===== src/rtl/tmds_encoder.sv =====
// tmds_encoder: DVI 1.0 TMDS 8b/10b encoder for one colour channel.
// Two-stage, free-running pipeline: a byte or control pair sampled at edge N
// appears as a 10-bit symbol on `encoded` after edge N+2.
//
// Ports:
//   clk      pixel clock, all state updates on the rising edge
//   reset    asynchronous active-high reset, clears all state
//   data     pixel byte, used when blank = 0
//   c0, c1   control bits (hsync/vsync on blue), used when blank = 1
//   blank    1 = emit control symbol, 0 = emit encoded data
//   encoded  registered TMDS symbol, LSB transmitted first
module tmds_encoder (
  input  logic       clk,
  input  logic       reset,
  input  logic [7:0] data,
  input  logic       c0,
  input  logic       c1,
  input  logic       blank,
  output logic [9:0] encoded
);

  // Stage 1: transition minimisation
  logic [3:0] n1_d;
  logic [8:0] qm_d;
  logic [3:0] n1q_d;

  logic       blank_q;
  logic       c1_q;
  logic       c0_q;
  logic [8:0] qm_q;
  logic [3:0] n1q_q;

  always_comb begin
    logic       xnor_mode;
    logic [8:0] q;
    n1_d = '0;
    for (int unsigned i = 0; i < 8; i++) begin
      n1_d = n1_d + 4'(data[i]);
    end
    xnor_mode = (n1_d > 4'd4) || ((n1_d == 4'd4) && !data[0]);
    q    = '0;
    q[0] = data[0];
    for (int unsigned i = 1; i < 8; i++) begin
      q[i] = xnor_mode ? ~(q[i-1] ^ data[i]) : (q[i-1] ^ data[i]);
    end
    q[8] = ~xnor_mode;
    qm_d = q;
    n1q_d = '0;
    for (int unsigned i = 0; i < 8; i++) begin
      n1q_d = n1q_d + 4'(q[i]);
    end
  end

  always_ff @(posedge clk or posedge reset) begin
    if (reset) begin
      blank_q <= 1'b1;
      c1_q    <= 1'b0;
      c0_q    <= 1'b0;
      qm_q    <= '0;
      n1q_q   <= '0;
    end else begin
      blank_q <= blank;
      c1_q    <= c1;
      c0_q    <= c0;
      qm_q    <= qm_d;
      n1q_q   <= n1q_d;
    end
  end

  // Stage 2: DC balancing with a 5-bit signed running disparity
  logic signed [4:0] cnt;
  logic signed [4:0] cnt_d;
  logic signed [4:0] diff;
  logic        [9:0] sym_d;
  logic              qm8;

  always_comb begin
    qm8   = qm_q[8];
    // n1q - n0q == 2*n1q - 8, range -8..+8
    diff  = $signed({n1q_q, 1'b0}) - 5'sd8;
    sym_d = '0;
    cnt_d = cnt;
    if (blank_q) begin
      case ({c1_q, c0_q})
        2'b00:   sym_d = 10'b1101010100;
        2'b01:   sym_d = 10'b0010101011;
        2'b10:   sym_d = 10'b0101010100;
        default: sym_d = 10'b1010101011;
      endcase
      cnt_d = '0;
    end else if ((cnt == 5'sd0) || (n1q_q == 4'd4)) begin
      sym_d = {~qm8, qm8, (qm8 ? qm_q[7:0] : ~qm_q[7:0])};
      cnt_d = qm8 ? (cnt + diff) : (cnt - diff);
    end else if ((!cnt[4] && (n1q_q > 4'd4)) || (cnt[4] && (n1q_q < 4'd4))) begin
      // cnt is non-zero here, so the sign bit alone separates >0 from <0
      sym_d = {1'b1, qm8, ~qm_q[7:0]};
      cnt_d = cnt + (qm8 ? 5'sd2 : 5'sd0) - diff;
    end else begin
      sym_d = {1'b0, qm8, qm_q[7:0]};
      cnt_d = cnt - (qm8 ? 5'sd0 : 5'sd2) + diff;
    end
  end

  always_ff @(posedge clk or posedge reset) begin
    if (reset) begin
      encoded <= 10'b1101010100;
      cnt     <= '0;
    end else begin
      encoded <= sym_d;
      cnt     <= cnt_d;
    end
  end

endmodule


===== config.mk =====
export PLATFORM = sky130hd
export DESIGN_NAME = tmds_encoder
export DESIGN_NICKNAME = d
export VERILOG_FILES = /design/src/rtl/tmds_encoder.sv
export SDC_FILE = /design/constraint.sdc
export NUM_CORES = 1
export LEC_CHECK = 0
export ABC_AREA = 1
export BUFFER_PORTS_ARGS = -buffer_cell sky130_fd_sc_hd__buf_2
export CAP_MARGIN = 10
export CORE_ASPECT_RATIO = 1.75
export CORE_UTILIZATION = 45
export CTS_CLUSTER_SIZE = 20
export DETAILED_ROUTE_END_ITERATION = 10
export PLACE_DENSITY = 0.6
export SETUP_SLACK_MARGIN = 0.1
export SYNTH_ARGS = -nofsm -noshare
export SYNTH_HDL_FRONTEND = slang
export SYNTH_SLANG_ARGS = --single-unit

===== constraint.sdc =====
create_clock -name clk -period 2.98 [get_ports clk]
set_input_delay 0.447 -clock clk [delete_from_list [all_inputs] [get_ports clk]]
set_output_delay 0.447 -clock clk [all_outputs]
set_load 0.005 [all_outputs]

* Word level (Yosys, flattened, before mapping) *
Index checks and enable logic that the tools add are counted.

storage, ports and cells
  word-level logic and storage cells = 80
  output and inout port bits = 10
  bits in read-only memories = 0
  bits in registers = 31
  latch bits = 0
  memories = 0
  RAM bits = 0

cells by class
  bitwise logic cells = 17
  multiplexer cells = 18
  add/subtract/negate cells = 21
  divide/modulo/power cells = 0
  multiply operators = 0
  shift-type cells = 0
  eq/ne operators = 4
  magnitude comparators = 3
  reductions and logical operators = 10

operators by type and width
  kind                   number
  $add A4 B1 Y4          8
  $mux W10               3
  $pmux W10 S3           1
  $mux W5                4
  $add A5 B5 Y5          2
  $sub A5 B5 Y5          2
  $not A1 Y1             9
  $add A3 B1 Y4          2
  $eq A4 B3 Y1 const B   2
  $gt A4 B3 Y1 const B   2
  $mux W8                1
  $not A8 Y8             1
  $mux W1                7
  $xor A1 B1 Y1          7
  $add A2 B1 Y3          2
  $add A5 B3 Y5          1
  $logic_not A5 Y1       1
  $sub A5 B3 Y5          1
  $sub A5 B5 Y5 const B  1
  $add A1 B1 Y2          2
  $lt A4 B3 Y1 const B   1
  $mux W2                2
  $logic_and A1 B1 Y1    3
  $logic_or A1 B1 Y1     3
  other kinds (4)        5

* Logic depth before layout (Yosys ltp) *
Gate-level depths: netlist (run 1).

  depth in word-level cells = 30
  gate-level depth with buffers = 27
  gate-level depth less buffers = 27

* Worst setup path before layout (run 1) *
No wires, ideal clock.

  path kind = in2reg
  from = input data[0]
  to = register n1q_q[2]
  stages on the path = 24
  library setup time = 0.123 ns
  path buffers = 0
  slack = -2.486 ns
  arrival = 5.344 ns
  required time = 2.857 ns
  cell sequence = inv_1 -> fa_1 -> fa_1 -> fa_1 -> inv_1 -> ha_1 -> fa_1 -> nor2_1 -> nand2_2 -> nand2_4 -> nand2_8 -> nand2_2 -> nand2_1 -> fa_1 -> inv_1 -> nand3_1 -> nand2_1 -> inv_1 -> ha_1 -> fa_1 -> ha_1 -> inv_1 -> fa_1 -> xnor2_1

on the way
  word-level cells in the longest chain between the ends = 30
  elaborated cells on any way between the ends = 40
  classes of those cells = 14 x add/sub; 1 x order compare; 1 x eq/ne; 7 x mux; 14 x bitwise; 3 x reduce/logical

RTL lines
  element                                                                 line  RTL
  from (decl)                                                             15    input logic [7:0] data,
  parallel branches: the longest is 29 deep, another holds $add A3 B1 Y4  --
  $add A4 B1 Y4 *                                                         50    n1q_d = n1q_d + 4'(q[i]);
  net n1q_d[2]                                                            25    logic [3:0] n1q_d;
  to (signal assigned)                                                    66    n1q_q <= n1q_d;
  to (decl)                                                               31    logic [3:0] n1q_q;

Mark *: on every way through the listed nets, which the timed path passes.

* Worst setup path after layout (run 1) *
  from = input data[0]
  to = register n1q_q[1]

on the way
  word-level cells in the longest chain between the ends = 30
  elaborated cells on any way between the ends = 40
  classes of those cells = 14 x add/sub; 1 x order compare; 1 x eq/ne; 7 x mux; 14 x bitwise; 3 x reduce/logical

RTL lines
  element                                                                 line  RTL
  parallel branches: the longest is 10 deep, another holds $add A3 B1 Y4  --
  $mux W1 *                                                               44    q[i] = xnor_mode ? ~(q[i-1] ^ data[i]) : (q[i-1] ^ data[i]);
  net qm_d[1]                                                             24    logic [8:0] qm_d;
  parallel branches: the longest is 18 deep, another holds $add A3 B1 Y4  --
  $add A4 B1 Y4 *                                                         50
  net n1q_d[1]                                                            25

Marks and branches as above.

==> flow_metrics.tcl, run 1 <==
set metrics [dict create \
    status "finished, violations left" \
    violations "negative setup slack" \
    insertion_delay_ns 0.28 \
    multi_input_area_um2 1480 \
    first_global_vias 1828 \
    track_usage_pct 18.5 \
    vias 1742 \
    drv_slew 0 \
    fin_area_um2 3060 \
    syn2layout_area_growth_pct 31.4 \
    layout_commonest_cell "inv_1" \
    initial_core_util_pct 46.8 \
    final_core_util_pct 61.5 \
    ctsHtreeMaxLevel 2 \
    detail-route-antenna-nets 0 \
    io_buffer_count 22 \
    postPlaceCellArea_um2 2740 \
    critPathMaxStageDelay_ns 0.58 \
    fillers 448 \
    worstHoldStart "blank" \
    synth_area_um2 2330 \
    gr-max-usage-layer "met2" \
    first_pass_iters 4 \
    relSlewSlack_pct 34.9 \
    grt_use_met3_pct 3.20 \
    r2r_end "cnt[3]" \
    r2r_slack_ns 0.67 \
    synth_cells 249 \
    wl_per_cell_um 12.9 \
    regArea_um2 758 \
    synth_cell_type_count 31 \
    hold_end "blank_q" \
    met1_usage_pct 15.9 \
    core_area_um2 4980 \
    fmax_mhz 186 \
    r2r_cells 7 \
    dieArea_um2 5480 \
    hold_path_class "input pin to flip-flop" \
    critPathArrivalTime_ns 5.54 \
    yosysWarnings 0 \
    drc_errors 0 \
    rsz0062_at_grt "true" \
    final_cell_mix "49 x inv_1, 33 x buf_4, 29 x nand2_1" \
    fin_tns_setup_ns -11.89 \
    ir_drop_mv 0.854 \
    clock_tree.root_cell "clkbuf_8" \
    p_leak_nw 1.60 \
    drtIter0Drc 25 \
    pin_count 23 \
    powerDensity_nw_per_um2 1330 \
    place_congestion 0.838 \
    die_w_um 56.4 \
    avgSynthCellArea_um2 9.36 \
    clk_pin_slew_worst_paths_ns 0.06 \
    diodes 0 \
    fin_skew_ns 0.00451 \
    cp_slowest_cell "fa_2" \
    grt.met2_usage_pct 39.1 \
    cts_tree "done" \
    yosysSeqAreaShare_pct 32.5 \
    num_rows 34 \
    grt_max_degree 29 \
    fp.dieH_um 97.2 \
    antenna_found_initial 0 \
    synth_seq_cells 30 \
    vias_per_cell 4.71 \
    worst_slack_ns -2.38 \
    critical_path.max_fanout 3 \
    crit_path_start_kind "input pin" \
    whs_path_depth 1 \
    nets 366 \
    cts_buffers 5 \
    place_inst 352 \
    finalHoldViolCount 0 \
    crit_required_ns 3.16 \
    cts.sinks 30 \
    grt.overflow.total 0 \
    tightest_slew_ns 0.975 \
    period_share_pct 180 \
    hold_ws_ns 0.267 \
    grt_pass1_wl_um 7690 \
    syn-num-nets 300 \
    max_cap_viol_count 0 \
    fin_crit_ns 5.36 \
    clockBufferDepth 2 \
    setup-violations-final 10 \
    dpl.hpwl_um 3810 \
    critPathCaptureType "flip-flop" \
    drive_gt1_share_pct 39.9 \
    finalWirelength_um 4780 \
    rr_startpoint "qm_q[8]" \
    critical_path_class "input pin to flip-flop" \
    fin_cells 370 \
    ctsHoldBuffers 0 \
]
-- final cells by class --
class | instances | area share, %
inverter | 58 | 7.52
sequential | 30 | 24.8
clock inverter | 2 | 0.409
timing repair buffer | 60 | 14.0
clock buffer | 6 | 2.70
multi-input combinational | 160 | 48.4
tap | 54 | 2.21
-- Yosys cell counts (all sizes together) --
cell,count,area share (%)
inv,58,9.3
mux2i,1,0.43
dfrtp,24,26
nand3,12,3.5
o21ai,16,3.9
xnor2,5,1.9
clkbuf,1,0.16
dfstp,6,6.8
ha,26,14
nand4,1,0.27
a31oi,1,0.27
a21oi,8,2.2
a221oi,1,0.38
nand2,51,11
or2,1,0.27
o221ai,1,0.38
xor2,17,7.2
nor2,5,0.81
fa,12,10
o211ai,1,0.32
a21o,1,0.32
-- how the worst max path moves through the flow --
stage,from,to,slack [ns],depth (start not counted)
3_5_place_dp,data[0],n1q_q[2],-2.76,25
4_1_cts,data[0],n1q_q[2],-2.34,25
6_report,data[0],n1q_q[1],-2.38,25
5_1_grt,data[0],n1q_q[1],-2.51,25
2_1_floorplan,data[0],n1q_q[2],-2.38,24
3_3_place_gp,data[0],n1q_q[2],-2.64,25
-- registers in the layout, indices dropped and copies added, names as in the netlist --
| signal | count |
|---|---|
| c1_q | 1 |
| cnt | 4 |
| qm_q | 9 |
| blank_q | 1 |
| n1q_q | 4 |
| c0_q | 1 |
| encoded | 10 |
-- worst max-delay path, delay by kind of cell --
family / cells / cell delay, ns
buf+inv: 8 / 0.45
simple gates: 6 / 0.47
fa+ha+maj: 10 / 4.04
xor+xnor: 1 / 0.14
-- layer usage --
metal,part of all wire [%],routed length [µm]
met3,1.7,83
met1,32,1520
met4,2.6,125
met5,0,0
met2,64,3050
-- repair_timing --
item / 4_1_cts / 5_1_grt
cloned: 0 / 0
pin swaps: 6 / 10
setup buffers: 6 / 6
gates resized for setup: 12 / 19
setup endpoints to repair: 11 / 11
endpoints found under the hold margin: 0 / 0
-- stage by stage --
stage          total power [W]  setup slack, ns
3_3_place_gp           0.00322            -2.64
6_report               0.00407            -2.38
4_1_cts                0.00379            -2.34
3_5_place_dp           0.00330            -2.76
5_1_grt                0.00447            -2.51
2_1_floorplan          0.00254            -2.38
-- report_power, final --
part | switching, W | internal [W]
Combinational | 0.00162 | 0.00142
Sequential | 0.0000838 | 0.000611
Clock | 0.000151 | 0.000185
-- kinds of logic after synthesis --
group / synth area share (%)
adders and majority gates: 24.3
buffers and inverters: 9.51
AOI/OAI and AO/OA: 7.79
muxes: 0.430
and+or+nand+nor: 16.4
xor gates and xnor gates: 9.08
DFF: 32.5
Note: power is estimated with default switching activity, not from simulation.
==> run 2: changes to the inputs <==
- ABC_AREA: 1 -> unset
- PLACE_DENSITY: 0.6 -> 0.61
==> run 2 against run 1 <==
Net effect:
- the flow still finishes with violations (negative setup slack)
- core utilization fell by 1.4 points
- first-iteration DRC count did not move
- non-clock buffer count fell by 14
- sequential cell count did not move
- final area fell by 12%
- synthesized cell count fell by 23%
- via count fell by 16%
- count of clock-buffer cells in the layout rose by 1
- combinational power fell by 18%
- maximum frequency fell by 1.7%
- highest routed layer unchanged
==> flow_metrics.tcl, run 2 <==
set metrics [dict create \
    diodes 0 \
    drc_errors 0 \
    syn-num-nets 243 \
    fmax_mhz 183 \
    ctsHoldBuffers 0 \
    crit_required_ns 3.14 \
    cp_slowest_cell "fa_1" \
    first_global_vias 1628 \
    avgSynthCellArea_um2 11.2 \
    worst_slack_ns -2.48 \
    critPathCaptureType "flip-flop" \
    grt_pass1_wl_um 7030 \
    place_inst 284 \
    powerDensity_nw_per_um2 1340 \
    synth_seq_cells 30 \
    fin_crit_ns 5.46 \
    async_flop_share_pct 100 \
    cts_buffers 5 \
    synth_cell_type_count 38 \
    nets 294 \
    initial_core_util_pct 47.9 \
    dieArea_um2 5070 \
    vias 1460 \
    syn2layout_area_growth_pct 25.3 \
    synth_flop_cell "dfrtp_1" \
    critPathArrivalTime_ns 5.62 \
    largest_reg_flops 10 \
    track_usage_pct 20.0 \
    core_area_um2 4480 \
    status "finished, violations left" \
    finalWirelength_um 4220 \
    drv_slew 0 \
    clk_pin_slew_worst_paths_ns 0.06 \
    yosys-top-cells-area "dfrtp_1 28%, ha_1 15%, fa_1 11%" \
    grt_max_degree 28 \
    fillers 385 \
    synthDominantCellAreaShare_pct 27.9 \
    postPlaceCellArea_um2 2500 \
    crit_path_start_kind "input pin" \
    worstHoldStart "blank" \
    fin_cells 295 \
    final_cell_mix "31 x inv_1, 24 x ha_1, 24 x dfrtp_1" \
    post-synth-top-count-cell "inv_1" \
    p_leak_nw 1.36 \
    dpl.hpwl_um 3510 \
    cts_tree "done" \
    synth_edf_count 0 \
    setup-violations-final 9 \
    synth_cells 192 \
    die_w_um 54.2 \
    max_cap_viol_count 0 \
    vias_per_cell 4.95 \
    ir_drop_mv 1.12 \
    num_rows 32 \
    period_share_pct 183 \
    hold_path_class "input pin to flip-flop" \
    io_buffer_count 22 \
    ctsHtreeMaxLevel 2 \
    grt.overflow.total 0 \
    crit_chain "buf_12, inv_12, fa_1, fa_1, fa_1, inv_2, ha_4, fa_1, nor3b_2, o21ai_1, a21oi_2, xor2_1, inv_1, fa_1, xnor2_1, ha_1, fa_1, ha_4, inv_2, fa_1, xnor2_1" \
    yosysSeqAreaShare_pct 35.3 \
    cts.sinks 30 \
    critPathMaxStageDelay_ns 0.54 \
    fin_area_um2 2690 \
    drive_gt1_share_pct 34.0 \
    fp.dieH_um 93.4 \
    synth_commonest_cells "35 x inv_1, 26 x ha_1, 24 x dfrtp_1, 19 x xnor2_1" \
    insertion_delay_ns 0.28 \
    pin_count 23 \
    finalHoldViolCount 0 \
    whs_path_depth 1 \
    critical_path_class "input pin to flip-flop" \
    drtIter0Drc 25 \
    tightest_slew_ns 0.960 \
    rsz0062_at_grt "true" \
    clockBufferDepth 2 \
    relSlewSlack_pct 35.9 \
    yosysTopAreaCell "dfrtp_1" \
    clock_tree.root_cell "clkbuf_8" \
    largest_register "encoded" \
    wl_per_cell_um 14.3 \
    r2r_cells 9 \
    violations "negative setup slack" \
    first_pass_iters 4 \
    hold_end "blank_q" \
    fin_skew_ns 0.00731 \
    crit_path_frequent_cell "fa_1" \
    place_congestion 0.957 \
    r2r_slack_ns 0.40 \
    antenna_found_initial 0 \
    critical_path.max_fanout 3 \
    detail-route-antenna-nets 0 \
    rr_startpoint "qm_q[8]" \
    top_regs "encoded (10), qm_q (9)" \
    synth_area_um2 2150 \
    yosysWarnings 0 \
    layout_commonest_cell "inv_1" \
    r2r_end "cnt[4]" \
]
## run 2: cell types whose count changed after synthesis, sizes merged, moves of 4 or more
cell,change
a21oi,+6
inv,-21
nand2,-48
nand3,-11
nor3,+4
nor3b,+4
o21ai,-12
xnor2,+16
xor2,-12
## run 2: cells by family (layout without fill, tap and decap cells)
family	Yosys count	count (layout)	synth area share (%)
and+or+nand+nor	23	23	6.05
xor gates and xnor gates	27	27	13.3
adders and majority gates	38	38	26.3
muxes	6	6	3.08
AOI/OAI and AO/OA	29	29	8.85
buffers and inverters	39	91	7.16
DFF	30	30	35.3
## run 2: critical path: cells and delay by family
kind / cells / cell delay, ns
adders and majority gates: 10 / 3.88
xor gates and xnor gates: 3 / 0.47
AOI/OAI and AO/OA: 2 / 0.30
buffers and inverters: 5 / 0.28
and+or+nand+nor: 1 / 0.23
## run 2: worst max path at each step
stage | startpoint | to | slack (ns) | cells past startpoint
2_1_floorplan | data[0] | n1q_q[2] | -2.52 | 20
3_3_place_gp | data[0] | n1q_q[1] | -2.74 | 21
3_5_place_dp | data[0] | n1q_q[2] | -2.87 | 21
4_1_cts | data[0] | n1q_q[2] | -2.48 | 21
5_1_grt | data[0] | n1q_q[2] | -2.68 | 21
6_report | data[0] | n1q_q[2] | -2.48 | 21
## run 2: through the flow
step	power [W]	hold slack (ns)	TNS (ns)	setup WS, ns	util (%)
CTS	0.00361	0.259	-10.99	-2.48	59.6
global placement	0.00301	0.515	-13.68	-2.74	55.7
finish	0.00362	0.264	-11.20	-2.48	60.1
global route	0.00399	0.256	-12.61	-2.68	60.1
floorplan	0.00255	0.451	-11.11	-2.52	-
detailed placement	0.00313	0.514	-14.45	-2.87	55.7
## run 2: area by class of cell
class	instances	area, µm²	area share, %
tap	51	63.8	2.37
clock inverter	1	30.0	1.11
sequential	30	758	28.1
clock buffer	7	86.3	3.20
multi-input combinational	123	1290	48.1
timing repair buffer	46	309	11.5
inverter	37	151	5.62
## run 2: layer usage
metal	vias to the layer above	part of all wire (%)	GRT usage [%]
li1	719	-	-
met1	701	33	17.3
met2	30	62	39.1
met3	10	2.6	3.90
met4	0	2.9	9.83
met5	-	0	0
## run 2: report_power, final
| part | internal, W | leakage, nW | switching, W |
|---|---|---|---|
| clock | 0.000272 | 0.0585 | 0.000148 |
| combinational | 0.00123 | 0.948 | 0.00127 |
| sequential | 0.000607 | 0.348 | 0.0000978 |
## run 2: repair_timing
item                                    in CTS  in global routing
buffers inserted                             3                  1
pin swaps                                    4                  2
cloned                                       0                  0
resized for setup                            8                  4
endpoints found under the setup margin       9                 10
==> run 3: changes to the inputs <==
- SKIP_CTS_REPAIR_TIMING: unset -> 1
==> run 3 against run 2 <==
Net effect:
- the flow still finishes with violations (negative setup slack)
- maximum frequency down 1.0%
- via count decreased by 0.75%
- first-iteration DRC count did not move
- die area unchanged
- sequential power about the same
- hold slack better by 0.00083 ns
- final area decreased by 0.14%
- count of clock-buffer cells in the layout stayed put
- setup slack worse by 0.055 ns
- critical path type unchanged
- largest cell class unchanged
- highest routed layer unchanged
==> flow_metrics.tcl, run 3 (synthesis gave the netlist of run 2 again) <==
set metrics [dict create \
    status "finished, violations left" \
    violations "negative setup slack" \
    critical_path_class "input pin to flip-flop" \
    finalHoldViolCount 0 \
    diodes 0 \
    ctsHtreeMaxLevel 2 \
    critPathArrivalTime_ns 5.68 \
    relSlewSlack_pct 35.8 \
    vias 1449 \
    crit_required_ns 3.14 \
    num_rows 32 \
    drtIter0Drc 25 \
    cp_num_buf_inv 5 \
    p_total_w 0.00361 \
    p_leak_nw 1.36 \
    grt_pass1_wl_um 7050 \
    fin_crit_ns 5.51 \
    first_global_vias 1622 \
    cp_slowest_cell "fa_1" \
    cts_tree "done" \
    core_area_um2 4480 \
    insertion_delay_ns 0.28 \
    drc_errors 0 \
    fmax_mhz 181 \
    cts_buffers 5 \
    drv_slew 0 \
    crit_path_frequent_cell "fa_1" \
    fin_skew_ns 0.00749 \
    ir_drop_mv 1.12 \
    dieArea_um2 5070 \
    period_share_pct 185 \
    clk_pin_slew_worst_paths_ns 0.06 \
    io_buffer_count 22 \
    grt_max_degree 28 \
    vias_per_cell 4.93 \
    hold_ws_ns 0.265 \
    fp.dieH_um 93.4 \
    wl_per_cell_um 14.3 \
    detail-route-antenna-nets 0 \
    rsz0062_at_grt "true" \
    track_usage_pct 20.0 \
    grt.overflow.total 0 \
    drive_gt1_share_pct 34.2 \
    pin_count 23 \
    largest_register "encoded" \
    crit_chain "buf_12, inv_12, fa_1, fa_1, fa_1, inv_2, ha_4, fa_1, nor3b_2, o21ai_1, a21oi_2, xor2_1, inv_1, fa_1, xnor2_1, ha_1, fa_1, ha_4, inv_2, fa_1, xnor2_1" \
    cts.sinks 30 \
    die_w_um 54.2 \
    first_pass_iters 4 \
    place_congestion 0.957 \
    antenna_found_initial 0 \
    max_cap_viol_count 0 \
    critical_path.max_fanout 3 \
    clockBufferDepth 2 \
    nets 293 \
    layout_commonest_cell "inv_1" \
    tightest_slew_ns 0.962 \
    setup-violations-final 9 \
    hold_path_class "input pin to flip-flop" \
    powerDensity_nw_per_um2 1340 \
    critPathCaptureType "flip-flop" \
    crit_path_start_kind "input pin" \
    top_regs "encoded (10), qm_q (9)" \
    clock_tree.root_cell "clkbuf_8" \
    critPathMaxStageDelay_ns 0.54 \
    largest_reg_flops 10 \
    initial_core_util_pct 47.9 \
    finalWirelength_um 4200 \
    final_core_util_pct 60.0 \
    path_delay_family "adder cells" \
    worst_slack_ns -2.53 \
    syn2layout_area_growth_pct 25.1 \
    dpl.hpwl_um 3510 \
    final_cell_mix "31 x inv_1, 24 x ha_1, 24 x dfrtp_1" \
]
## run 3: cell types whose count changed in the layout (fill, tap and decap cells not counted)
cell	before	now
xnor2_1	16	15
buf_6	1	0
xnor2_2	4	5
## run 3: worst register-to-register path: stages (launching register included)
cell and delay (ns):
dfrtp_1 0.41, inv_1 0.14, fa_1 0.49, inv_1 0.09, ha_1 0.24, a211oi_2 0.28, nor3b_1 0.08, o21a_1 0.18
or4b_1 0.50, nand3_1 0.10
## run 3: final cells by class
cell class	instances	area (µm²)
Multi-Input combinational cell	123	1300
Clock buffer	7	86.3
Tap cell	51	63.8
Clock inverter	1	30.0
Fill cell	388	1790
Timing Repair Buffer	45	298
Inverter	37	151
Sequential cell	30	758
## run 3: path summary, 6_finish.rpt
kind	cells past startpoint	endpoint	slack [ns]	start
setup / recovery	21	n1q_q[2]	-2.53	data[0]
hold / removal	1	blank_q	0.27	blank
setup reg to reg	9	cnt[4]	0.40	qm_q[8]
hold reg to reg	2	encoded[4]	0.53	qm_q[4]
max in group asynchronous	3	encoded[8]	1.88	reset
min in group asynchronous	2	cnt[4]	0.38	reset
## run 3: per-stage QoR
| stage | cells | setup TNS, ns | area (µm²) | setup slack, ns |
|---|---|---|---|---|
| after detailed placement | 284 | -14.45 | 2500 | -2.87 |
| after global placement | 284 | -13.68 | 2500 | -2.74 |
| after global routing | 294 | -12.69 | 2690 | -2.72 |
| final | 294 | -11.45 | 2690 | -2.53 |
| after CTS | 292 | -11.78 | 2620 | -2.57 |
| after floorplan | 192 | -11.11 | 2180 | -2.52 |
## run 3: metal layers
| layer | share of wire, % | global-route usage, % | wire (µm) | vias to the layer above |
|---|---|---|---|---|
| li1 | - | - | - | 718 |
| met1 | 33 | 17.4 | 1380 | 691 |
| met2 | 62 | 39.1 | 2590 | 30 |
| met3 | 2.6 | 3.90 | 110 | 10 |
| met4 | 2.9 | 9.40 | 123 | 0 |
| met5 | 0 | 0 | 0 | - |
## run 3: power by group
part	switching [W]	total (W)	internal [W]
registers	0.0000980	0.000705	0.000607
clock network	0.000147	0.000419	0.000272
logic	0.00127	0.00249	0.00122
total	0.00151	0.00361	0.00210
